**config.mk**
```make
export PLATFORM = sky130hd
export DESIGN_NAME = control_pipeline_flat
export DESIGN_NICKNAME = d
export VERILOG_FILES = /design/src/rtl/control_pipeline_if.sv /design/src/rtl/control_pipeline.sv /design/src/flat_wrapper.sv
export SDC_FILE = /design/constraint.sdc
export NUM_CORES = 1
export LEC_CHECK = 0
export ABC_CLOCK_PERIOD_IN_PS = 2820
export CORE_UTILIZATION = 44
export CTS_BUF_LIST = sky130_fd_sc_hd__clkbuf_4
export CTS_CLUSTER_DIAMETER = 50
export CTS_CLUSTER_SIZE = 12
export DETAILED_ROUTE_END_ITERATION = 7
export MAX_ROUTING_LAYER = met4
export PLACE_DENSITY_LB_ADDON = 0.08
export SYNTH_ARGS = -nofsm -noshare
export SYNTH_HDL_FRONTEND = slang
export SYNTH_SLANG_ARGS = --single-unit
```
**constraint.sdc**
```tcl
create_clock -name clk -period 2.82 [get_ports clk]
set_input_delay 0.705 -clock clk [delete_from_list [all_inputs] [get_ports clk]]
set_output_delay 0.705 -clock clk [all_outputs]
set_load 0.01 [all_outputs]
```
**src/rtl/control_pipeline_if.sv**
```systemverilog
// Decode-to-writeback control bundle: D-stage control word and EX flags in, per-stage control out.
// Carries no handshake; the pipeline advances on every clock edge.
interface control_pipeline_if #(
    parameter int REG_ADDR_W = 5,
    parameter int ALUCTL_W   = 3,
    parameter int IMMSRC_W   = 3
);
    // hazard unit
    logic                  FlushE;

    // decode-stage control word
    logic                  JumpD;
    logic                  BranchD;
    logic                  JALRSrcD;
    logic                  BranchSrcD;
    logic [1:0]            ResultSrcD;
    logic                  MemWriteD;
    logic [ALUCTL_W-1:0]   ALUControlD;
    logic                  ALUSrcD;
    logic [IMMSRC_W-1:0]   ImmSrcD;
    logic                  RegWriteD;
    logic [2:0]            funct3D;
    logic [REG_ADDR_W-1:0] RdD;

    // ALU condition flags for the instruction currently in EX
    logic                  ZeroE;
    logic                  LtE;
    logic                  LtuE;

    // EX stage
    logic [ALUCTL_W-1:0]   ALUControlE;
    logic                  ALUSrcE;
    logic                  JALRSrcE;
    logic                  BranchSrcE;
    logic [IMMSRC_W-1:0]   ImmSrcE;
    logic                  PCSrcE;
    logic [1:0]            ResultSrcE;
    logic [REG_ADDR_W-1:0] RdE;

    // MEM stage
    logic                  RegWriteM;
    logic                  MemWriteM;
    logic [1:0]            ResultSrcM;
    logic [REG_ADDR_W-1:0] RdM;

    // WB stage
    logic                  RegWriteW;
    logic [1:0]            ResultSrcW;
    logic [REG_ADDR_W-1:0] RdW;

    modport master (
        output FlushE,
        output JumpD, BranchD, JALRSrcD, BranchSrcD, ResultSrcD, MemWriteD,
        output ALUControlD, ALUSrcD, ImmSrcD, RegWriteD, funct3D, RdD,
        output ZeroE, LtE, LtuE,
        input  ALUControlE, ALUSrcE, JALRSrcE, BranchSrcE, ImmSrcE, PCSrcE, ResultSrcE, RdE,
        input  RegWriteM, MemWriteM, ResultSrcM, RdM,
        input  RegWriteW, ResultSrcW, RdW
    );

    modport slave (
        input  FlushE,
        input  JumpD, BranchD, JALRSrcD, BranchSrcD, ResultSrcD, MemWriteD,
        input  ALUControlD, ALUSrcD, ImmSrcD, RegWriteD, funct3D, RdD,
        input  ZeroE, LtE, LtuE,
        output ALUControlE, ALUSrcE, JALRSrcE, BranchSrcE, ImmSrcE, PCSrcE, ResultSrcE, RdE,
        output RegWriteM, MemWriteM, ResultSrcM, RdM,
        output RegWriteW, ResultSrcW, RdW
    );
endinterface

```
**src/rtl/control_pipeline.sv**
```systemverilog
// Carries the decode control word through ID/EX, EX/MEM, MEM/WB and resolves branches/jumps in EX.
// Latency: D inputs reach E outputs after 1 edge, M after 2, W after 3; PCSrcE is combinational in EX.
// No backpressure: every stage advances each edge; FlushE turns the incoming EX word into a bubble.
module control_pipeline #(
    parameter int REG_ADDR_W = 5,
    parameter int ALUCTL_W   = 3,
    parameter int IMMSRC_W   = 3
) (
    input  logic         clk,
    input  logic         rst_n,
    control_pipeline_if.slave bus
);

    typedef struct packed {
        logic                  jump;
        logic                  branch;
        logic                  jalr_src;
        logic                  branch_src;
        logic [1:0]            result_src;
        logic                  mem_write;
        logic [ALUCTL_W-1:0]   alu_control;
        logic                  alu_src;
        logic [IMMSRC_W-1:0]   imm_src;
        logic                  reg_write;
        logic [2:0]            funct3;
        logic [REG_ADDR_W-1:0] rd;
    } ex_t;

    typedef struct packed {
        logic                  reg_write;
        logic                  mem_write;
        logic [1:0]            result_src;
        logic [REG_ADDR_W-1:0] rd;
    } mem_t;

    typedef struct packed {
        logic                  reg_write;
        logic [1:0]            result_src;
        logic [REG_ADDR_W-1:0] rd;
    } wb_t;

    ex_t  ex_d;
    ex_t  ex_q;
    mem_t mem_q;
    wb_t  wb_q;
    logic br_cond;

    always_comb begin
        ex_d             = '0;
        ex_d.jump        = bus.JumpD;
        ex_d.branch      = bus.BranchD;
        ex_d.jalr_src    = bus.JALRSrcD;
        ex_d.branch_src  = bus.BranchSrcD;
        ex_d.result_src  = bus.ResultSrcD;
        ex_d.mem_write   = bus.MemWriteD;
        ex_d.alu_control = bus.ALUControlD;
        ex_d.alu_src     = bus.ALUSrcD;
        ex_d.imm_src     = bus.ImmSrcD;
        ex_d.reg_write   = bus.RegWriteD;
        ex_d.funct3      = bus.funct3D;
        ex_d.rd          = bus.RdD;
    end

    // A bubble is the all-zero word: no register/memory write, no redirect.
    always_ff @(posedge clk or negedge rst_n) begin
        if (!rst_n) begin
            ex_q  <= '0;
            mem_q <= '0;
            wb_q  <= '0;
        end else begin
            ex_q             <= bus.FlushE ? ex_t'('0) : ex_d;
            mem_q.reg_write  <= ex_q.reg_write;
            mem_q.mem_write  <= ex_q.mem_write;
            mem_q.result_src <= ex_q.result_src;
            mem_q.rd         <= ex_q.rd;
            wb_q.reg_write   <= mem_q.reg_write;
            wb_q.result_src  <= mem_q.result_src;
            wb_q.rd          <= mem_q.rd;
        end
    end

    // funct3 010/011 are not branch encodings and never take.
    always_comb begin
        br_cond = 1'b0;
        case (ex_q.funct3)
            3'b000:  br_cond =  bus.ZeroE;
            3'b001:  br_cond = !bus.ZeroE;
            3'b100:  br_cond =  bus.LtE;
            3'b101:  br_cond = !bus.LtE;
            3'b110:  br_cond =  bus.LtuE;
            3'b111:  br_cond = !bus.LtuE;
            default: br_cond = 1'b0;
        endcase
    end

    assign bus.PCSrcE      = ex_q.jump | (ex_q.branch & br_cond);
    assign bus.ALUControlE = ex_q.alu_control;
    assign bus.ALUSrcE     = ex_q.alu_src;
    assign bus.JALRSrcE    = ex_q.jalr_src;
    assign bus.BranchSrcE  = ex_q.branch_src;
    assign bus.ImmSrcE     = ex_q.imm_src;
    assign bus.ResultSrcE  = ex_q.result_src;
    assign bus.RdE         = ex_q.rd;

    assign bus.RegWriteM   = mem_q.reg_write;
    assign bus.MemWriteM   = mem_q.mem_write;
    assign bus.ResultSrcM  = mem_q.result_src;
    assign bus.RdM         = mem_q.rd;

    assign bus.RegWriteW   = wb_q.reg_write;
    assign bus.ResultSrcW  = wb_q.result_src;
    assign bus.RdW         = wb_q.rd;

endmodule
```
**src/flat_wrapper.sv**
```systemverilog
// flat-port wrapper written by rule: the top's interface ports become plain ports
module control_pipeline_flat 
#(
    parameter int REG_ADDR_W = 5,
    parameter int ALUCTL_W   = 3,
    parameter int IMMSRC_W   = 3
)
  (clk, rst_n, bus_FlushE, bus_JumpD, bus_BranchD, bus_JALRSrcD, bus_BranchSrcD, bus_ResultSrcD, bus_MemWriteD, bus_ALUControlD, bus_ALUSrcD, bus_ImmSrcD, bus_RegWriteD, bus_funct3D, bus_RdD, bus_ZeroE, bus_LtE, bus_LtuE, bus_ALUControlE, bus_ALUSrcE, bus_JALRSrcE, bus_BranchSrcE, bus_ImmSrcE, bus_PCSrcE, bus_ResultSrcE, bus_RdE, bus_RegWriteM, bus_MemWriteM, bus_ResultSrcM, bus_RdM, bus_RegWriteW, bus_ResultSrcW, bus_RdW);
  control_pipeline_if #(.REG_ADDR_W(REG_ADDR_W), .ALUCTL_W(ALUCTL_W), .IMMSRC_W(IMMSRC_W)) bus_i ();
  input  logic clk;
  input  logic rst_n;
  input wire logic [$bits(bus_i.FlushE)-1:0] bus_FlushE;
  input wire logic [$bits(bus_i.JumpD)-1:0] bus_JumpD;
  input wire logic [$bits(bus_i.BranchD)-1:0] bus_BranchD;
  input wire logic [$bits(bus_i.JALRSrcD)-1:0] bus_JALRSrcD;
  input wire logic [$bits(bus_i.BranchSrcD)-1:0] bus_BranchSrcD;
  input wire logic [$bits(bus_i.ResultSrcD)-1:0] bus_ResultSrcD;
  input wire logic [$bits(bus_i.MemWriteD)-1:0] bus_MemWriteD;
  input wire logic [$bits(bus_i.ALUControlD)-1:0] bus_ALUControlD;
  input wire logic [$bits(bus_i.ALUSrcD)-1:0] bus_ALUSrcD;
  input wire logic [$bits(bus_i.ImmSrcD)-1:0] bus_ImmSrcD;
  input wire logic [$bits(bus_i.RegWriteD)-1:0] bus_RegWriteD;
  input wire logic [$bits(bus_i.funct3D)-1:0] bus_funct3D;
  input wire logic [$bits(bus_i.RdD)-1:0] bus_RdD;
  input wire logic [$bits(bus_i.ZeroE)-1:0] bus_ZeroE;
  input wire logic [$bits(bus_i.LtE)-1:0] bus_LtE;
  input wire logic [$bits(bus_i.LtuE)-1:0] bus_LtuE;
  output wire logic [$bits(bus_i.ALUControlE)-1:0] bus_ALUControlE;
  output wire logic [$bits(bus_i.ALUSrcE)-1:0] bus_ALUSrcE;
  output wire logic [$bits(bus_i.JALRSrcE)-1:0] bus_JALRSrcE;
  output wire logic [$bits(bus_i.BranchSrcE)-1:0] bus_BranchSrcE;
  output wire logic [$bits(bus_i.ImmSrcE)-1:0] bus_ImmSrcE;
  output wire logic [$bits(bus_i.PCSrcE)-1:0] bus_PCSrcE;
  output wire logic [$bits(bus_i.ResultSrcE)-1:0] bus_ResultSrcE;
  output wire logic [$bits(bus_i.RdE)-1:0] bus_RdE;
  output wire logic [$bits(bus_i.RegWriteM)-1:0] bus_RegWriteM;
  output wire logic [$bits(bus_i.MemWriteM)-1:0] bus_MemWriteM;
  output wire logic [$bits(bus_i.ResultSrcM)-1:0] bus_ResultSrcM;
  output wire logic [$bits(bus_i.RdM)-1:0] bus_RdM;
  output wire logic [$bits(bus_i.RegWriteW)-1:0] bus_RegWriteW;
  output wire logic [$bits(bus_i.ResultSrcW)-1:0] bus_ResultSrcW;
  output wire logic [$bits(bus_i.RdW)-1:0] bus_RdW;
  assign bus_i.FlushE = bus_FlushE;
  assign bus_i.JumpD = bus_JumpD;
  assign bus_i.BranchD = bus_BranchD;
  assign bus_i.JALRSrcD = bus_JALRSrcD;
  assign bus_i.BranchSrcD = bus_BranchSrcD;
  assign bus_i.ResultSrcD = bus_ResultSrcD;
  assign bus_i.MemWriteD = bus_MemWriteD;
  assign bus_i.ALUControlD = bus_ALUControlD;
  assign bus_i.ALUSrcD = bus_ALUSrcD;
  assign bus_i.ImmSrcD = bus_ImmSrcD;
  assign bus_i.RegWriteD = bus_RegWriteD;
  assign bus_i.funct3D = bus_funct3D;
  assign bus_i.RdD = bus_RdD;
  assign bus_i.ZeroE = bus_ZeroE;
  assign bus_i.LtE = bus_LtE;
  assign bus_i.LtuE = bus_LtuE;
  assign bus_ALUControlE = bus_i.ALUControlE;
  assign bus_ALUSrcE = bus_i.ALUSrcE;
  assign bus_JALRSrcE = bus_i.JALRSrcE;
  assign bus_BranchSrcE = bus_i.BranchSrcE;
  assign bus_ImmSrcE = bus_i.ImmSrcE;
  assign bus_PCSrcE = bus_i.PCSrcE;
  assign bus_ResultSrcE = bus_i.ResultSrcE;
  assign bus_RdE = bus_i.RdE;
  assign bus_RegWriteM = bus_i.RegWriteM;
  assign bus_MemWriteM = bus_i.MemWriteM;
  assign bus_ResultSrcM = bus_i.ResultSrcM;
  assign bus_RdM = bus_i.RdM;
  assign bus_RegWriteW = bus_i.RegWriteW;
  assign bus_ResultSrcW = bus_i.ResultSrcW;
  assign bus_RdW = bus_i.RdW;
  control_pipeline #(.REG_ADDR_W(REG_ADDR_W), .ALUCTL_W(ALUCTL_W), .IMMSRC_W(IMMSRC_W)) u_core (.clk(clk), .rst_n(rst_n), .bus(bus_i));
endmodule
```
==> results.ini, run 1 <==
[clock_tree]
clk_latency_ps = 330
cts_sinks = 40
cts-root-buf = clkbuf_4
cts_tree = done
cts_buffer_depth = 2
clk_pin_slew_ps = 110
cts_made_buffers = 5
holdBufCountCts = 0
h-tree-depth = 2

[synthesis]
synthFlopType = dfrtp_1
ys_top_cells_by_count = dfrtp_1 (40), nor2b_1 (20), buf_4 (13)
synth.most_common_cell = dfrtp_1
avgSynthCellArea_sq_um = 15.5
synthAdderAreaFrac_pct = 0
synth_simple_gate_area_share_pct = 11.8
yosys-top-cells-area = dfrtp_1 (77%), nor2b_1 (9.6%), buf_4 (7.5%)
synth_edf_count = 0
ys_ff_latch = 40
synthMuxAreaShare_pct = 0.768
synth_top_family_by_area = simple AND/OR/NAND/NOR gates
yosys_warnings = 0
yosys.area.top_type = dfrtp_1
synth_xor_area_share_pct = 1.34
synth_top_area_share_pct = 76.8
synthesis.area_sq_mm = 0.00130
synthArstFlopShare_pct = 100
synth_compound_area_share_pct = 1.06
syn-num-nets = 113
yosysUniqueCellTypes = 10
syn_inst = 84
synth-seq-area-share_pct = 76.8

[setup_path]
crit_required_ps = 2120
reg2reg_from = u_core.bus.RdE[0]
startpoint = bus_LtuE
r2r-end = u_core.bus.RdM[0]
setup.worst_path.class = in -> out
slowest_delay_ps = 430
slowest_stage = clkdlybuf4s50_1
r2r_slack_ps = 2310
r2r_cells = 0
worst_setup_path_end_kind = output port
worstSetupStartpointType = input port
critPathMaxFanout = 1
cp.arrival_ps = 1870
path_cells = clkdlybuf4s50_1 -> xor2_1 -> a41oi_1 -> o21ai_1 -> dlygate4sd2_1

[timing]
rsz0062_at_grt = no
finalHoldViolCount = 0
tightest_slew_ps = 818
setup_viol = 0
relSlewSlack_pct = 45.4
fin_crit_ps = 2570
drv_slew = 0
clock.fmax_mhz = 389
period_share_pct = 91.2
finalClockSkew_ps = 3.78

[placement]
dp_hpwl_microns = 1500
port_buffers = 62
dp.cells = 163
gp_congestion = 0.686
placed_area_sq_mm = 0.00186

[floorplanning]
die_x_microns = 56.4
initial_utilization_pct = 46.9
die_h_microns = 56.4
die-area_sq_mm = 0.00318
ios = 63
rows = 19
core_area_sq_mm = 0.00278

[worst_hold_path]
hold_class = reg -> reg
whs_endpoint = u_core.bus.MemWriteM
whs_path_depth = 0
hold_start = u_core.ex_q[16]

[route]
first_iter_violations = 7
drc = 0
antenna_left = 0
vias_per_cell = 4.57
dr.pass1.iters = 2
routed_wl_microns = 1980
vias = 781
wl_per_cell_microns = 11.6

[power_and_ir_drop]
power_density_mw_per_mm2 = 572
vdd.ir_drop.worst_mv = 0.514
p_leak_nw = 0.880

[job]
drv_cap = 0

[grt]
grt_util_met1_pct = 14.9
grtUsageMet3_pct = 8.29
grt.busiest_layer = met2
antenna_found_initial = 0
grtUsageTotal_pct = 15.5
grt_overflow = 0
grt_pass1_vias = 761
grt_max_degree = 41
use_met2_pct = 25.4
grt_pass1_wl_microns = 3350

[run_status]
status = finished, final reports clean

[cells_and_area]
fillers = 201
final_util_pct = 69.6
antenna_cells = 0
area_growth_pct = 48.6
layout-drive-gt1-share_pct = 7.14
finalNonFillerCells = 171
design_area_sq_mm = 0.00194
nets = 168

[state kept, by name, summed over array words and instances, names as in the netlist]
name                    flops
u_core.bus.BranchSrcE       1
u_core.bus.RdE              5
u_core.bus.RegWriteW        1
u_core.bus.RdM              5
u_core.bus.ALUSrcE          1
u_core.bus.JALRSrcE         1
u_core.bus.RegWriteM        1
u_core.ex_q                 7
u_core.bus.ResultSrcE       2
u_core.bus.ImmSrcE          3
u_core.bus.ALUControlE      3
u_core.bus.RdW              5
u_core.bus.ResultSrcM       2
u_core.bus.ResultSrcW       2
u_core.bus.MemWriteM        1
[how the worst max path moves through the flow]
| stage | to | slack, ps | depth (start not counted) |
|---|---|---|---|
| after floorplan | bus_PCSrcE | 970 | 3 |
| after global placement | bus_PCSrcE | 50 | 5 |
| after detailed placement | bus_PCSrcE | -20 | 5 |
| after CTS | bus_PCSrcE | 240 | 5 |
| after global routing | bus_PCSrcE | 220 | 5 |
| final | bus_PCSrcE | 250 | 5 |
[per-stage QoR]
| stage | worst slack, ps | power (mW) | hold slack [ps] | TNS (ps) |
|---|---|---|---|---|
| 4_1_cts | 240 | 1.13 | 365 | 0 |
| 3_5_place_dp | -20.6 | 0.761 | 343 | -20.6 |
| 5_1_grt | 221 | 1.17 | 368 | 0 |
| 2_1_floorplan | 971 | 0.670 | 331 | 0 |
| 6_report | 248 | 1.11 | 366 | 0 |
| 3_3_place_gp | 52.2 | 0.756 | 333 | 0 |
[layout by cell type (no fill, tap or decap), drive strengths merged]
| master | instances |
|---|---|
| xor2 | 2 |
| and2b | 3 |
| clkdlybuf4s50 | 60 |
| dfrtp | 40 |
| nand2b | 1 |
| buf | 2 |
| a41oi | 1 |
| nor2b | 20 |
| o21ai | 1 |
| bufinv | 1 |
| mux2i | 1 |
| dlygate4sd2 | 1 |
| clkinv | 1 |
| clkbuf | 6 |
[kinds of logic after synthesis]
family | after synthesis
AOI/OAI and AO/OA | 2
xor gates and xnor gates | 2
and+or+nand+nor | 24
muxes | 1
DFF | 40
buffers and inverters | 15
[report_power, final]
part           internal (mW)  switching [mW]  total (mW)
clock                  0.196           0.166       0.362
sequential             0.602          0.0111       0.613
combinational         0.0860          0.0465       0.132
total                  0.883           0.224        1.11
[repair_timing]
action                                  CTS  global route
endpoints found under the setup margin    1             0
setup buffers                             0             0
gates resized for setup                   1             0
endpoints found under the hold margin     0             0
[critical path: cells and delay by family]
kind	cells	cell delay (ps)
buffers and inverters	2	720
AOI/OAI and AO/OA	2	280
xor gates and xnor gates	1	160
[layout make-up]
class | count | area (sq um) | share of cell area (%)
sequential | 40 | 1000 | 51.7
clock inverter | 2 | 35.0 | 1.81
multi-input combinational | 29 | 195 | 10.1
clock buffer | 6 | 45.0 | 2.33
tap | 31 | 38.8 | 2.00
timing repair buffer | 63 | 622 | 32.1
[per-layer routing]
metal,wire length (microns),vias up
met2,1080,42
met1,704,382
li1,-,355
met5,0,-
met4,13,0
met3,188,2
Power figures use the tool's default switching activity.
==> run 2, diff against run 1 <==
--- a/config.mk
+++ b/config.mk
@@ -6,9 +6,8 @@
 export NUM_CORES = 1
 export LEC_CHECK = 0
 export ABC_CLOCK_PERIOD_IN_PS = 2820
-export CORE_UTILIZATION = 44
+export CORE_UTILIZATION = 35
 export CTS_BUF_LIST = sky130_fd_sc_hd__clkbuf_4
-export CTS_CLUSTER_DIAMETER = 50
 export CTS_CLUSTER_SIZE = 12
 export DETAILED_ROUTE_END_ITERATION = 7
 export MAX_ROUTING_LAYER = met4
==> run 2 against run 1 <==
Compared with the run above: sequential share of layout area fell by 0.59 points; critical path depth is the same; clock skew is essentially flat; critical path type unchanged.
==> results.ini, run 2 (synthesis gave the netlist of run 1 again) <==
[clock_tree]
holdBufCountCts = 0  ; unchanged
cts_buffer_depth = 2  ; unchanged
cts_tree = done  ; unchanged
cts_made_buffers = 5  ; unchanged
post-cts-setup-buffer-count = 0  ; unchanged
cts_resized = 0  ; was 1
h-tree-depth = 2  ; unchanged
cts-root-buf = clkbuf_4  ; unchanged
cts_sinks = 40  ; unchanged
clk_pin_slew_ps = 110  ; about the same
clk_latency_ps = 330  ; about the same

[grt]
grtUsageTotal_pct = 12.6  ; was 15.5%
antenna_found_initial = 0  ; unchanged
grt_pass1_vias = 774  ; was 761
grt_max_degree = 41  ; unchanged
grt_pass1_wl_microns = 3540  ; was 3350 microns
grt_overflow = 0  ; unchanged

[floorplanning]
rows = 21  ; was 19
core_area_sq_mm = 0.00344  ; was 0.00278 sq mm
die_x_microns = 63.0  ; was 56.4 microns
die-area_sq_mm = 0.00397  ; was 0.00318 sq mm
die_h_microns = 63.0  ; was 56.4 microns
ios = 63  ; unchanged
initial_utilization_pct = 37.9  ; was 46.9%

[route]
routed_wl_microns = 2040  ; was 1980 microns
first_iter_violations = 36  ; was 7
antenna_left = 0  ; unchanged
wl_per_cell_microns = 11.0  ; was 11.6 microns
drc = 0  ; unchanged
dr.pass1.iters = 4  ; was 2
vias_per_cell = 4.09  ; was 4.57
vias = 760  ; was 781

[cells_and_area]
area_growth_pct = 50.3  ; was 48.6%
final_common_cell = clkdlybuf4s50_1  ; unchanged
antenna_cells = 0  ; unchanged
nets = 168  ; unchanged
multiInputGateArea_sq_um = 195  ; unchanged
seq_area_sq_mm = 0.00100  ; unchanged
fillers = 290  ; was 201
finalNonFillerCells = 186  ; was 171
design_area_sq_mm = 0.00196  ; was 0.00194 sq mm
final_util_pct = 56.9  ; was 69.6%
largest_reg_flops = 7  ; unchanged
mostFrequentLayoutCells = clkdlybuf4s50_1 (60), dfrtp_1 (40), nor2b_1 (20), clkbuf_4 (6), and2b_1 (3)  ; unchanged
layout-drive-gt1-share_pct = 7.14  ; unchanged
top_register = u_core.ex_q  ; unchanged

[timing]
fin_crit_ps = 2400  ; was 2570 ps
setup-tns-final_ps = 0  ; unchanged
finalClockSkew_ps = 4.11  ; was 3.78 ps
tightest_slew_ps = 837  ; was 818 ps
period_share_pct = 85.2  ; was 91.2%
clock.fmax_mhz = 416  ; was 389 MHz
rsz0062_at_grt = no  ; unchanged
finalHoldViolCount = 0  ; unchanged
setup_viol = 0  ; unchanged
relSlewSlack_pct = 44.2  ; was 45.4%
drv_slew = 0  ; unchanged

[setup_path]
path_cells = clkdlybuf4s50_1 -> xor2_1 -> a41oi_1 -> o21ai_1 -> dlymetal6s2s_1  ; was clkdlybuf4s50_1 -> xor2_1 -> a41oi_1 -> o21ai_1 -> dlygate4sd2_1
startpoint = bus_LtuE  ; unchanged
crit_required_ps = 2120  ; about the same
critPathMaxFanout = 1  ; unchanged
slowest_delay_ps = 410  ; was 430 ps
worstSetupStartpointType = input port  ; unchanged
cp.arrival_ps = 1700  ; was 1870 ps
worst_setup_path_end_kind = output port  ; unchanged
setup.worst_path.class = in -> out  ; unchanged
slowest_stage = clkdlybuf4s50_1  ; unchanged
reg2reg_from = u_core.bus.ResultSrcM[1]  ; was u_core.bus.RdE[0]

[worst_hold_path]
hold_class = reg -> reg  ; unchanged
hold_start = u_core.ex_q[8]  ; was u_core.ex_q[16]

[power_and_ir_drop]
power_density_mw_per_mm2 = 566  ; was 572 mW/mm^2
total_power_mw = 1.11  ; about the same
vdd.ir_drop.worst_mv = 0.279  ; was 0.514 mV
p_leak_nw = 0.890  ; was 0.880 nW

[run_status]
status = finished, final reports clean  ; unchanged

[placement]
placed_area_sq_mm = 0.00188  ; was 0.00186 sq mm
dp_hpwl_microns = 1460  ; was 1500 microns
dp.cells = 178  ; was 163
port_buffers = 62  ; unchanged
gp_congestion = 0.597  ; was 0.686

[job]
drv_cap = 0  ; unchanged

-- run 2: worst max-delay path, delay by kind of cell --
kind | cells | cell delay [ps]
compound gates | 2 | 270
xor+xnor | 1 | 140
buf+inv | 2 | 580
-- run 2: metal layers --
layer / wire (microns) / global-route usage [%] / vias to the layer above
met5: 0 / - / -
li1: - / - / 356
met2: 990 / 19.1 / 45
met3: 196 / 6.20 / 4
met4: 31 / 6.10 / 0
met1: 825 / 13.7 / 355
-- run 2: path summary, 6_finish.rpt --
path                                       endpoint  slack, ps  cells after the start
min in group asynchronous         u_core.bus.RdW[4]        470                      1
min reg2reg                    u_core.bus.RegWriteM        360                      0
max reg2reg                u_core.bus.ResultSrcW[1]       2310                      0
min                            u_core.bus.RegWriteM        360                      0
max in group asynchronous            u_core.ex_q[6]       1830                      1
max                                      bus_PCSrcE        420                      5
-- run 2: layout make-up --
cell class	instances	share of cell area, %
clock inverter	2	1.79
sequential	40	51.1
multi-input combinational	29	9.96
tap	46	2.94
clock buffer	6	2.30
timing repair buffer	63	31.9
-- run 2: report_power, final --
part	switching (mW)	leakage [nW]	internal, mW
Clock	0.169	0.0456	0.196
Combinational	0.0456	0.329	0.0865
Sequential	0.0113	0.516	0.602
-- run 2: per-stage QoR --
| stage | setup WS [ps] | hold WS [ps] |
|---|---|---|
| 6_report | 417 | 359 |
| 5_1_grt | 329 | 368 |
| 4_1_cts | 25.4 | 365 |
| 3_5_place_dp | 40.2 | 338 |
| 3_3_place_gp | 39.4 | 332 |
| 2_1_floorplan | 971 | 331 |
